### config.mk
export PLATFORM = sky130hd
export DESIGN_NAME = sector_decode_fsm
export DESIGN_NICKNAME = d
export VERILOG_FILES = /design/src/rtl/sector_decode_fsm.sv
export SDC_FILE = /design/constraint.sdc
export NUM_CORES = 1
export LEC_CHECK = 0
export ABC_AREA = 1
export CAP_MARGIN = 5
export CORE_MARGIN = 2
export CORE_UTILIZATION = 55
export CTS_CLUSTER_DIAMETER = 80
export DETAILED_ROUTE_END_ITERATION = 16
export PLACE_DENSITY = 0.84
export SLEW_MARGIN = 20
export SYNTH_ARGS = -nofsm -noshare
export SYNTH_HDL_FRONTEND = slang
export SYNTH_SLANG_ARGS = --single-unit
### constraint.sdc
create_clock -name clk_i -period 2.9 [get_ports clk_i]
set_input_delay 0.435 -clock clk_i [delete_from_list [all_inputs] [get_ports clk_i]]
set_output_delay 0.435 -clock clk_i [all_outputs]
set_load 0.01 [all_outputs]
### src/rtl/sector_decode_fsm.sv
// RL02 read-path sector decoder: finds header/data sync in the MFM bit stream and packs fields into tagged words.
// Optional CRC-16 residue check over header and data fields when DECODE_CRC_EN is defined.
module sector_decode_fsm #(
    parameter int WORD_W     = 16,
    parameter int PRE_BITS   = 32,
    parameter int SYNC_TMO   = 64,
    parameter int HDR_WORDS  = 3,
    parameter int PO_BITS    = 16,
    parameter int DATA_WORDS = 129
) (
    input  logic              clk_i,
    input  logic              rst_i,
    input  logic              bit_in_i,
    input  logic              bit_valid_i,
    input  logic              sector_pulse_i,
    input  logic              fifo_room_i,
    output logic [WORD_W:0]   word_out_o,
    output logic              word_ready_o,
    output logic              skip_mfm_bit_o,
    output logic              begin_write_o,
    output logic [2:0]        state_out_o,
    output logic              sector_done_o,
    output logic [2:0]        sector_stat_o,
    output logic [7:0]        sector_cnt_o
);
    localparam int CW  = $clog2(PRE_BITS + SYNC_TMO + WORD_W + PO_BITS);
    localparam int WCW = $clog2(HDR_WORDS + DATA_WORDS + 1);

    localparam logic [CW-1:0]  C_ONE     = CW'(1);
    localparam logic [CW-1:0]  PRE_N     = CW'(PRE_BITS);
    localparam logic [CW-1:0]  PRE_LAST  = CW'(PRE_BITS - 1);
    localparam logic [CW-1:0]  TMO_LAST  = CW'(PRE_BITS + SYNC_TMO - 1);
    localparam logic [CW-1:0]  WORD_LAST = CW'(WORD_W - 1);
    localparam logic [CW-1:0]  PO_LAST   = CW'(PO_BITS - 1);
    localparam logic [WCW-1:0] W_ONE     = WCW'(1);
    localparam logic [WCW-1:0] HDR_LAST  = WCW'(HDR_WORDS - 1);
    localparam logic [WCW-1:0] DATA_LAST = WCW'(DATA_WORDS - 1);

    typedef enum logic [2:0] {
        IDLE = 3'd0, PRE_H = 3'd1, HDR = 3'd2, PO = 3'd3,
        GAP = 3'd4, PRE_D = 3'd5, DATA = 3'd6, DONE = 3'd7
    } state_t;

    state_t            state_q, state_d;
    logic [CW-1:0]     cnt_q, cnt_d;
    logic [WCW-1:0]    wcnt_q, wcnt_d;
    logic [WORD_W-2:0] sh_q, sh_d;
    logic [WORD_W-1:0] sh_nx;
    logic [WORD_W:0]   word_q, word_d;
    logic              wr_q, wr_d, skip_q, skip_d, bw_q, bw_d, done_q, done_d;
    logic [2:0]        stat_q, stat_d;
    logic [7:0]        scnt_q, scnt_d;

`ifdef DECODE_CRC_EN
    logic [15:0] crc_q, crc_d, crc_nx;
    logic        crc_err_q, crc_err_d;
    // Reflected form of x^16+x^15+x^2+1 so an LSB-first appended CRC word leaves a zero residue
    assign crc_nx = {1'b0, crc_q[15:1]} ^ ((crc_q[0] ^ bit_in_i) ? 16'hA001 : 16'h0000);
`endif

    assign sh_nx = {bit_in_i, sh_q};

    always_comb begin
        state_d = state_q;
        cnt_d   = cnt_q;
        wcnt_d  = wcnt_q;
        sh_d    = sh_q;
        word_d  = word_q;
        wr_d    = 1'b0;
        skip_d  = 1'b0;
        bw_d    = 1'b0;
        done_d  = 1'b0;
        stat_d  = 3'b000;
        scnt_d  = scnt_q;
`ifdef DECODE_CRC_EN
        crc_d     = crc_q;
        crc_err_d = crc_err_q;
`endif
        if (sector_pulse_i) begin
            state_d = PRE_H;
            cnt_d   = '0;
            wcnt_d  = '0;
            sh_d    = '0;
            word_d  = '0;
`ifdef DECODE_CRC_EN
            crc_d     = '0;
            crc_err_d = 1'b0;
`endif
        end else begin
            case (state_q)
                PRE_H, PRE_D: if (bit_valid_i) begin
                    if (cnt_q < PRE_N) begin
                        skip_d = (cnt_q == PRE_LAST) && bit_in_i;
                        cnt_d  = cnt_q + C_ONE;
                    end else if (bit_in_i) begin
                        cnt_d  = '0;
                        wcnt_d = '0;
`ifdef DECODE_CRC_EN
                        crc_d = '0;
`endif
                        if (state_q == PRE_H && !fifo_room_i) begin
                            state_d = DONE;
                            done_d  = 1'b1;
                            scnt_d  = scnt_q + 8'd1;
                            stat_d  = 3'b001;
                        end else begin
                            state_d = (state_q == PRE_H) ? HDR : DATA;
                        end
                    end else if (cnt_q == TMO_LAST) begin
                        state_d = DONE;
                        done_d  = 1'b1;
                        scnt_d  = scnt_q + 8'd1;
`ifdef DECODE_CRC_EN
                        stat_d = {crc_err_q, 2'b10};
`else
                        stat_d = 3'b010;
`endif
                    end else begin
                        cnt_d = cnt_q + C_ONE;
                    end
                end
                HDR, DATA: if (bit_valid_i) begin
                    sh_d = sh_nx[WORD_W-1:1];
`ifdef DECODE_CRC_EN
                    crc_d = crc_nx;
`endif
                    if (cnt_q == WORD_LAST) begin
                        cnt_d  = '0;
                        wr_d   = 1'b1;
                        word_d = {state_q == HDR, sh_nx};
                        wcnt_d = wcnt_q + W_ONE;
                        if (state_q == HDR && wcnt_q == HDR_LAST) begin
`ifdef DECODE_CRC_EN
                            crc_err_d = crc_err_q | (crc_nx != 16'h0000);
`endif
                            state_d = PO;
                        end else if (state_q == DATA && wcnt_q == DATA_LAST) begin
`ifdef DECODE_CRC_EN
                            crc_err_d = crc_err_q | (crc_nx != 16'h0000);
                            stat_d    = {crc_err_d, 2'b00};
`else
                            stat_d = 3'b000;
`endif
                            state_d = DONE;
                            done_d  = 1'b1;
                            scnt_d  = scnt_q + 8'd1;
                        end
                    end else begin
                        cnt_d = cnt_q + C_ONE;
                    end
                end
                PO: if (bit_valid_i) begin
                    if (cnt_q == PO_LAST) begin
                        state_d = GAP;
                        bw_d    = 1'b1;
                        cnt_d   = '0;
                    end else begin
                        cnt_d = cnt_q + C_ONE;
                    end
                end
                GAP: begin
                    state_d = PRE_D;
                    cnt_d   = '0;
                end
                default: ;  // IDLE and DONE wait for sector_pulse
            endcase
        end
    end

    always_ff @(posedge clk_i) begin
        if (rst_i) begin
            state_q <= IDLE;
            cnt_q   <= '0;
            wcnt_q  <= '0;
            sh_q    <= '0;
            word_q  <= '0;
            wr_q    <= 1'b0;
            skip_q  <= 1'b0;
            bw_q    <= 1'b0;
            done_q  <= 1'b0;
            stat_q  <= 3'b000;
            scnt_q  <= 8'd0;
        end else begin
            state_q <= state_d;
            cnt_q   <= cnt_d;
            wcnt_q  <= wcnt_d;
            sh_q    <= sh_d;
            word_q  <= word_d;
            wr_q    <= wr_d;
            skip_q  <= skip_d;
            bw_q    <= bw_d;
            done_q  <= done_d;
            stat_q  <= stat_d;
            scnt_q  <= scnt_d;
        end
    end

`ifdef DECODE_CRC_EN
    always_ff @(posedge clk_i) begin
        if (rst_i) begin
            crc_q     <= '0;
            crc_err_q <= 1'b0;
        end else begin
            crc_q     <= crc_d;
            crc_err_q <= crc_err_d;
        end
    end
`endif

    assign word_out_o     = word_q;
    assign word_ready_o   = wr_q;
    assign skip_mfm_bit_o = skip_q;
    assign begin_write_o  = bw_q;
    assign state_out_o    = state_q;
    assign sector_done_o  = done_q;
    assign sector_stat_o  = stat_q;
    assign sector_cnt_o   = scnt_q;
endmodule

==> metrics.txt <==
final core occ between 60% and 70%; Overflow after GRT 0; H-tree lvl count 3; global-route wire length before repair 11.64 mm; Area Growth Syn to Fin 21.28%; Clk Latency, worst-skew pair between 300 and 400 ps; synthesis-stage register bit count between 60 and 70; Sw Pwr 0.5474 mW; Vias around 2,900; via density per instance roughly 5.3; first drt pass iteration count 5; 1st-iter DRT viols about 180; final WL 6.842 mm; library cells used by synthesis 38; PD cells between 500 and 600 nW/um^2; endpoints failing hold 0; slew of the pin with the lowest slew margin 503.2 ps; Sequential cell area 1281 sq um; PostCTS Resize Cnt 0; CTS hold repair buffers 0; syn_nets roughly 440; Clock Sinks 64; post-synth top area share 41.74%; most frequent cell after synthesis nand2_1; CP startpoint kind input port; DP Worst Slack 284.3 ps; FFs w/ async S/R, synth 0%; Max Cap Viol 0; detailed placement HPWL approximately 4.8 mm; Final period util approximately 77%; Pins Over Slew Limit 0; Int Pwr between 1 and 1.5 mW; syn_area_per_cell between 7 and 8 sq um; area of the die approximately 6200 sq um; largest net degree at the start of global routing 26; die width just under 80 microns; share of cells above drive strength 1 under 10%; maximum clock frequency between 400 and 500 MHz; multi-input logic area between 1500 and 2000 sq um; IO Port Bufs 39; initial core utilization between 50% and 60%; Row Count 27; CP Capture Type flip-flop; CP required around 3200 ps; EDFF count, synth 0; register area share after synthesis about two fifths; reg2reg end word_out_o[9]; # DRC 0; final setup vio count 0; Synth area leader dfxtp_1; post-layout min period approximately 2200 ps; CTS tree yes; Post-layout nets 478; GR Util All Layers a little under a quarter; Worst R2R Start state_out_o[1]; Sw Ratio 27.39%; vias in the first global route approximately 2,600; Post-CTS Setup Bufs 0; Most used DFF post-synth dfxtp_1; Fillers 455; reg2reg path depth 7; worst hold path type reg -> reg; logic gate share of total power 10.8%; LEAKAGE 1.413 nW; Worst-path clk slew approximately 80 ps; hold_ws roughly 480 ps; Synth warnings 0; ranking of synthesized cells by area dfxtp_1 42%, nand2_1 11%, nor2_1 8.4%, a21oi_1 5.7%, nand3_1 5.5%; DR WL/cell 12.58 microns; RSZ-0062 raised after global routing no; Max VDD drop a little over 0.4 mV; most frequent cells after synthesis 89 x nand2_1, 69 x nor2_1, 64 x dfxtp_1, 35 x a21oi_1; post-synthesis cell count around 430; die height between 70 and 80 microns; Crit Path Max Fanout 18; Max-slew headroom 66.45%; Setup TNS 0 ps; Crit Path Class in -> reg; number of diodes 0; status completed; Clock power frac approximately 44%; Fin Clk Skew 9.614 ps; core box area around 5400 sq um; r2r setup slk ~680 ps; Pwr Total 1.998 mW; antenna violations before repair 0; clock buffer count from CTS 9; final RePlAce weighted congestion roughly 0.9; PnR worst setup slack 655.0 ps; sequential share of power a little under half; Max clock buf depth 2; io pins 41; capture point of the critical path word_out_o[9]; Final ANT Viol Nets 0; root buf cell clkbuf_8; Mapped Area ~3100 sq um; source of the critical timing path bit_valid_i; critical path arrival between 2000 and 3000 ps
-- kinds of logic (layout without fill, tap and decap cells) --
family,Yosys count,in the layout,synth area share (%)
AND/OR/NAND/NOR,224,224,33.92
other,1,1,0.1222
buffers and inverters,51,96,7.012
XOR/XNOR,10,10,2.854
AO/OA/AOI/OAI,72,72,12.31
flip-flops,64,64,41.74
adder cells (fa/ha/maj),5,5,2.038
-- through the flow --
step	std cells	instance area [sq um]
floorplan	427	3069
global placement	528	3496
detailed placement	528	3496
CTS	544	3722
global route	544	3722
finish	544	3722
-- per-layer routing --
metal | wire [microns] | vias to the layer above | global-route usage, %
met3 | 399 | 9 | 5.909
met1 | 3092 | 1310 | 29.66
met4 | 106 | 0 | 8.947
met2 | 3244 | 95 | 39.23
li1 | - | 1458 | -
met5 | 0 | - | 0
-- worst max-delay path, cell delays in order --
cell	delay, ps
clkdlybuf4s50_1	510
inv_1	140
nor2_4	320
inv_2	220
nor2_4	360
inv_2	200
o21ai_0	230
nor2_1	60
-- cell usage in the layout (no fill, tap or decap), drive strengths merged, types with 2 or more instances in the layout --
cell            n
o21ai          33
and2            2
clkinv          2
nor2           79
clkdlybuf4s50  39
xor2            6
inv            41
nand2          95
nor3            5
a21oi          35
nand3          36
xnor2           4
dfxtp          64
bufinv          2
nand4           4
clkbuf          9
or2             2
buf             2
ha              5
-- final cells by class --
class	count	share of cell area, %
sequential	64	34.42
clock buffer	9	3.328
inverter	39	3.933
clock inverter	7	2.756
timing repair buffer	41	10.89
multi-input combinational	312	42.25
tap	72	2.420
-- power by group through the flow --
stage | registers [mW] | clock network, mW | logic, mW
after CTS | 0.903 | 0.888 | 0.214
final | 0.904 | 0.879 | 0.215
after detailed placement | 0.924 | 0 | 0.212
after floorplan | 0.922 | 0 | 0.162
after global routing | 0.905 | 0.929 | 0.240
after global placement | 0.924 | 0 | 0.209
-- state kept, by name, indices dropped and copies added, names as in the netlist --
register and cells:
skip_mfm_bit_o 1, wcnt_q 8, word_ready_o 1, begin_write_o 1
sector_stat_o 2, sector_done_o 1, state_out_o 3, sector_cnt_o 8
sh_q 15, word_out_o 17, cnt_q 7
-- how the worst min path moves through the flow --
stage	start	end	slack, ps	cells after the start
after floorplan	sh_q[12]	sh_q[12]	440	2
after global placement	sh_q[11]	sh_q[10]	450	2
after detailed placement	sh_q[11]	sh_q[10]	460	2
after CTS	sh_q[11]	sh_q[10]	470	2
after global routing	sh_q[11]	sh_q[10]	490	2
final	sh_q[11]	sh_q[10]	480	2
No activity file was read; power rests on OpenSTA's default activity.
==> edit 1: new RTL, same flow settings <==
`sh_q` and `word_q` no longer have a reset.
--- a/src/rtl/sector_decode_fsm.sv
+++ b/src/rtl/sector_decode_fsm.sv
@@ -174,4 +174,2 @@
             wcnt_q  <= '0;
-            sh_q    <= '0;
-            word_q  <= '0;
             wr_q    <= 1'b0;
@@ -186,4 +184,2 @@
             wcnt_q  <= wcnt_d;
-            sh_q    <= sh_d;
-            word_q  <= word_d;
             wr_q    <= wr_d;
@@ -195,2 +191,7 @@
         end
+    end
+
+    always_ff @(posedge clk_i) begin
+        sh_q   <= sh_d;
+        word_q <= word_d;
     end
Function: same outputs for any inputs over 4 cycles, from zero or initial values and one cycle with rst_i high; that may be too few to reach the edited logic, so the function may still have changed.
==> edit 1 against the original RTL <==
Clock power up 3.8%; setup slack better by 270 ps; utilization increased by 0.22 points; total power is 0.27% higher; sequential power down 0.4%; routed wire length fell by 0.91%; first-iteration DRC count decreased by 12%; final area increased by 0.94%; area after synthesis up 0.53%; sequential share of layout area decreased by 0.32 points; sequential cell count unchanged; largest cell class unchanged.
==> edit 1: results (changes against the original RTL) <==
place:
  port_buffers: 39  # unchanged
  dp_hpwl_mm: 4.92  # was 4.79 mm
  gp_congestion: 0.911  # was 0.894
  dp.cells: 542  # was 528
route:
  drt_iter0_drc: 155  # was 177
  wl_per_cell_um: 12.2  # was 12.6 um
  vias: 2885  # was 2872
  drt_first_pass_iters: 5  # unchanged
global_routing:
  grt_max_degree: 28  # was 26
  grtUsageMet1_pct: 29.5  # was 29.7%
  grt_usage_pct: 23.9  # was 23.6%
  grtUsageMet3_pct: 6.70  # was 5.91%
  grt_pass1_vias: 2726  # was 2617
  grt_pass1_wl_mm: 11.8  # was 11.6 mm
  use_met2_pct: 39.2  # unchanged
status:
  status: "completed"  # unchanged
clocking:
  ctsResizeCount: 0  # unchanged
  path_clk_slew_ps: 70
  clk_latency_ps: 350  # about the same
  cts_buffers: 9  # unchanged
  root_buffer: "clkbuf_8"  # unchanged
  post_cts_buffers: 0  # unchanged
  cts_max_path_buffers: 2  # unchanged
synthesis:
  yosysSeqAreaShare_pct: 41.5  # was 41.7%
  ys.flop_type: "dfxtp_1"  # unchanged
  yosysWarnings: 0  # unchanged
  synth_area_leaders: "dfxtp_1 (42%), nand2_1 (14%), a21oi_1 (6.7%)"  # was dfxtp_1 (42%), nand2_1 (11%), nor2_1 (8.4%)
  ys_types: 33  # was 38
  yosys-top-cells-count: "nand2_1 (119), dfxtp_1 (64), inv_1 (45), nor2_1 (45), a21oi_1 (41)"  # was nand2_1 (89), nor2_1 (69), dfxtp_1 (64), a21oi_1 (35)
  synth_area_per_cell_sq_um: 7.03  # was 7.19 sq um
  synth_nets: 450  # was 438
cells_and_area:
  final_net_count: 492  # was 478
  drive_gt1_share_pct: 9.28  # was 9.53%
  nFillCells: 474  # was 455
  final_cell_count_no_fill: 557  # was 544
  largest_reg_flops: 17  # unchanged
worst_setup_path:
  path_max_fanout: 9  # was 18
  slowest_delay_ps: 620  # was 510 ps
  slowest_stage: "clkdlybuf4s50_1"  # unchanged
  crit_family: "buffers and inverters"  # unchanged
  arrival_ps: 1540  # was 2500 ps
power_and_ir_drop:
  leakage_nw: 1.45  # was 1.41 nW
  peakVddDrop_mv: 0.412  # was 0.406 mV
  p_sw_share_pct: 23.1  # was 27.4%
floorplan:
  core-area_sq_um: 5470  # was 5440 sq um
sta:
  worst_pin_slew_ps: 565  # was 503 ps
  finClkSkew_ps: 10.0  # was 9.61 ps
hold_path:
  hp-class: "reg2reg"  # unchanged
-- edit 1: logic make-up after synthesis --
logic type | share of synthesized area [%]
simple gates | 33.8
xor+xnor | 0.568
buf+inv | 8.35
other cells | 0.122
compound gates | 13.6
flops | 41.5
fa+ha+maj | 2.03
-- edit 1: path summary, 6_finish.rpt --
path	startpoint	endpoint	slack, ps	cells past startpoint
worst max-delay path	state_out_o[1]$_SDFFE_PP0P_	state_out_o[1]	930	1
worst min-delay path	word_out_o[4]$_SDFFE_PP0P_	word_out_o[4]$_SDFFE_PP0P_	460	2
worst max register to register	state_out_o[1]$_SDFFE_PP0P_	word_out_o[13]$_SDFFE_PP0P_	940	7
worst min register to register	word_out_o[4]$_SDFFE_PP0P_	word_out_o[4]$_SDFFE_PP0P_	460	2
-- edit 1: area by class of cell --
cell class	count	share of cell area, %
clock inverters	3	2.40
flip-flops and latches	64	34.1
multi-input cells	312	41.2
repair buffers	41	10.8
clock buffers	12	3.86
inverters	53	5.29
well taps	72	2.40
-- edit 1: per-layer routing --
| metal | vias up | share of wire [%] | wire length, um |
|---|---|---|---|
| li1 | 1504 | - | - |
| met1 | 1291 | 45 | 3040 |
| met2 | 78 | 48 | 3290 |
| met3 | 12 | 5.2 | 352 |
| met4 | 0 | 1.5 | 105 |
| met5 | - | 0 | 0 |
-- edit 1: metrics by stage --
step | power [mW] | setup WS (ps) | cell area, sq um
3_3_place_gp | 1.11 | 685 | 3520
5_1_grt | 2.08 | 730 | 3760
6_report | 2.00 | 926 | 3760
4_1_cts | 2.01 | 908 | 3760
2_1_floorplan | 1.06 | 1340 | 3090
3_5_place_dp | 1.11 | 595 | 3520
-- edit 1: power groups by stage --
stage               Combinational [mW]  Clock, mW  Sequential [mW]
floorplan                        0.142          0            0.918
global placement                 0.188          0            0.919
detailed placement               0.190          0            0.920
CTS                              0.191      0.924            0.900
global route                     0.216      0.967            0.901
finish                           0.192      0.912            0.900
==> edit 2: new RTL, same settings <==
Made on the original files. The option `DECODE_CRC_EN` is turned on by a define.
--- a/src/rtl/sector_decode_fsm.sv
+++ b/src/rtl/sector_decode_fsm.sv
@@ -2,2 +2,4 @@
 // Optional CRC-16 residue check over header and data fields when DECODE_CRC_EN is defined.
+`define DECODE_CRC_EN
+
 module sector_decode_fsm #(
Function: no difference found for any inputs over 4 cycles, from zero or initial values and one cycle with rst_i high; that may be too few to reach the edited logic, so the function may still have changed.
==> edit 2 against the original RTL <==
Utilization fell by 2.0 points; routed wire length rose by 27%; total power rose by 17%; setup slack improved by 6.2 ps; final area rose by 21%; count of clock-buffer cells in the layout did not move; cell count rose by 21%; worst hold slack got worse by 2.4 ps; sequential power rose by 28%; die area rose by 24%; area after synthesis rose by 26%; sequential cell count rose by 18; via count rose by 22%; synthesized cell count rose by 22%; critical path type is now reg2reg; critical endpoint is now cnt_q[5]$_SDFFE_PP0P_; largest cell class unchanged.
==> edit 2: results (changes against the original RTL) <==
status:
  status: "completed"  # unchanged
power_and_ir_drop:
  peakVddDrop_mv: 0.371  # was 0.406 mV
  p_int_mw: 1.59  # was 1.45 mW
  leakage_nw: 1.63  # was 1.41 nW
cells_and_area:
  final_cell_count_no_fill: 659  # was 544
  drive_gt1_share_pct: 10.1  # was 9.53%
  final_net_count: 573  # was 478
place:
  gp_congestion: 0.951  # was 0.894
  dp_hpwl_mm: 6.16  # was 4.79 mm
  dp_slack_ps: 616  # was 284 ps
  port_buffers: 40  # was 39
  dp.cells: 643  # was 528
route:
  drt_iter0_drc: 278  # was 177
  vias_per_cell: 5.32  # was 5.28
  wl_per_cell_um: 13.2  # was 12.6 um
  drt_first_pass_iters: 7  # was 5
global_routing:
  grt_max_degree: 27  # was 26
  grt_usage_pct: 24.0  # was 23.6%
  grt_pass1_vias: 3391  # was 2617
  grt_pass1_wl_mm: 14.7  # was 11.6 mm
synthesis:
  ys_types: 38  # unchanged
  synth-async-reset-ratio_pct: 0  # unchanged
  synth_area_per_cell_sq_um: 7.40  # was 7.19 sq um
  synth_area_leaders: "dfxtp_1 (43%), nand2_1 (10%), nor2_1 (6.6%)"  # was dfxtp_1 (42%), nand2_1 (11%), nor2_1 (8.4%)
  yosys-top-cells-count: "nand2_1 (107), dfxtp_1 (82), nor2_1 (68), inv_1 (46)"  # was nand2_1 (89), nor2_1 (69), dfxtp_1 (64), a21oi_1 (35)
  synth_nets: 537  # was 438
  synth_top_area_share_pct: 42.5  # was 41.7%
  yosysSeqAreaShare_pct: 42.5  # was 41.7%
sta:
  max-slew-margin-rel_pct: 61.9  # was 66.5%
  finClkSkew_ps: 16.7  # was 9.61 ps
worst_setup_path:
  arrival_ps: 2490  # was 2500 ps
  slowest_delay_ps: 430  # was 510 ps
  path_max_fanout: 13  # was 18
  slowest_stage: "dfxtp_1"  # was clkdlybuf4s50_1
clocking:
  cts_max_path_buffers: 2  # unchanged
  ctsResizeCount: 0  # unchanged
  cts_max_level: 3  # unchanged
  post_cts_buffers: 0  # unchanged
  clk_latency_ps: 370  # was 350 ps
  path_clk_slew_ps: 110  # was 80 ps
## edit 2: cell types whose count changed in the layout (fill, tap and decap cells not counted), moves of 3 or more
| cell | change |
|---|---|
| o21ai_1 | +6 |
| buf_4 | +3 |
| ha_1 | +4 |
| nand4_1 | +5 |
| a211oi_1 | +5 |
| nand2_1 | +18 |
| dfxtp_1 | +18 |
| a211oi_2 | +7 |
| inv_1 | +12 |
| a21oi_1 | +4 |
| nand3_1 | +5 |
| inv_8 | +3 |
## edit 2: final timing paths
check	startpoint	endpoint	depth (start not counted)	slack, ps
max	state_out_o[0]$_SDFFE_PP0P_	cnt_q[5]$_SDFFE_PP0P_	8	660
min	word_out_o[6]$_SDFFE_PP0P_	word_out_o[6]$_SDFFE_PP0P_	2	470
max reg2reg	state_out_o[0]$_SDFFE_PP0P_	cnt_q[5]$_SDFFE_PP0P_	8	660
min reg2reg	word_out_o[6]$_SDFFE_PP0P_	word_out_o[6]$_SDFFE_PP0P_	2	470
## edit 2: metal layers
layer	up-vias	share of wire, %	global-route usage (%)
li1	1768	-	-
met1	1600	45	31.3
met2	120	47	38.8
met3	19	5.6	4.52
met4	0	2.3	10.6
met5	-	0	0
## edit 2: stage by stage
stage | cell area [sq um] | power [mW]
finish | 4520 | 2.33
global route | 4520 | 2.43
CTS | 4520 | 2.34
detailed placement | 4320 | 1.52
global placement | 4320 | 1.50
floorplan | 3860 | 1.44
## edit 2: cell type report
class	instances	area, sq um
fillers	580	2280
repair buffers	45	438
multi-input cells	367	1910
clock inverters	7	76.3
clock buffers	9	124
inverters	53	203
well taps	96	120
flip-flops and latches	82	1640
## edit 2: power by group through the flow
stage / logic [mW] / clock network [mW] / registers, mW
after floorplan: 0.259 / 0 / 1.18
after global placement: 0.315 / 0 / 1.19
after detailed placement: 0.326 / 0 / 1.19
after CTS: 0.328 / 0.847 / 1.16
after global routing: 0.371 / 0.892 / 1.17
final: 0.332 / 0.834 / 1.16
## edit 2: kinds of logic (layout without fill, tap and decap cells)
family	count (synthesis)	after routing	synth area share [%]
AND/OR/NAND/NOR	252	252	29.5
adder cells (fa/ha/maj)	9	9	2.92
XOR/XNOR	10	10	2.27
AO/OA/AOI/OAI	96	96	14.8
buffers and inverters	73	114	8.00
flip-flops	82	82	42.5
## edit 2: critical path: cells and delay by family, from the launching register on
family / cells / cell delay (ps)
AOI/OAI and AO/OA: 1 / 360
adders and majority gates: 1 / 410
DFF: 1 / 430
buffers and inverters: 2 / 340
and+or+nand+nor: 4 / 600
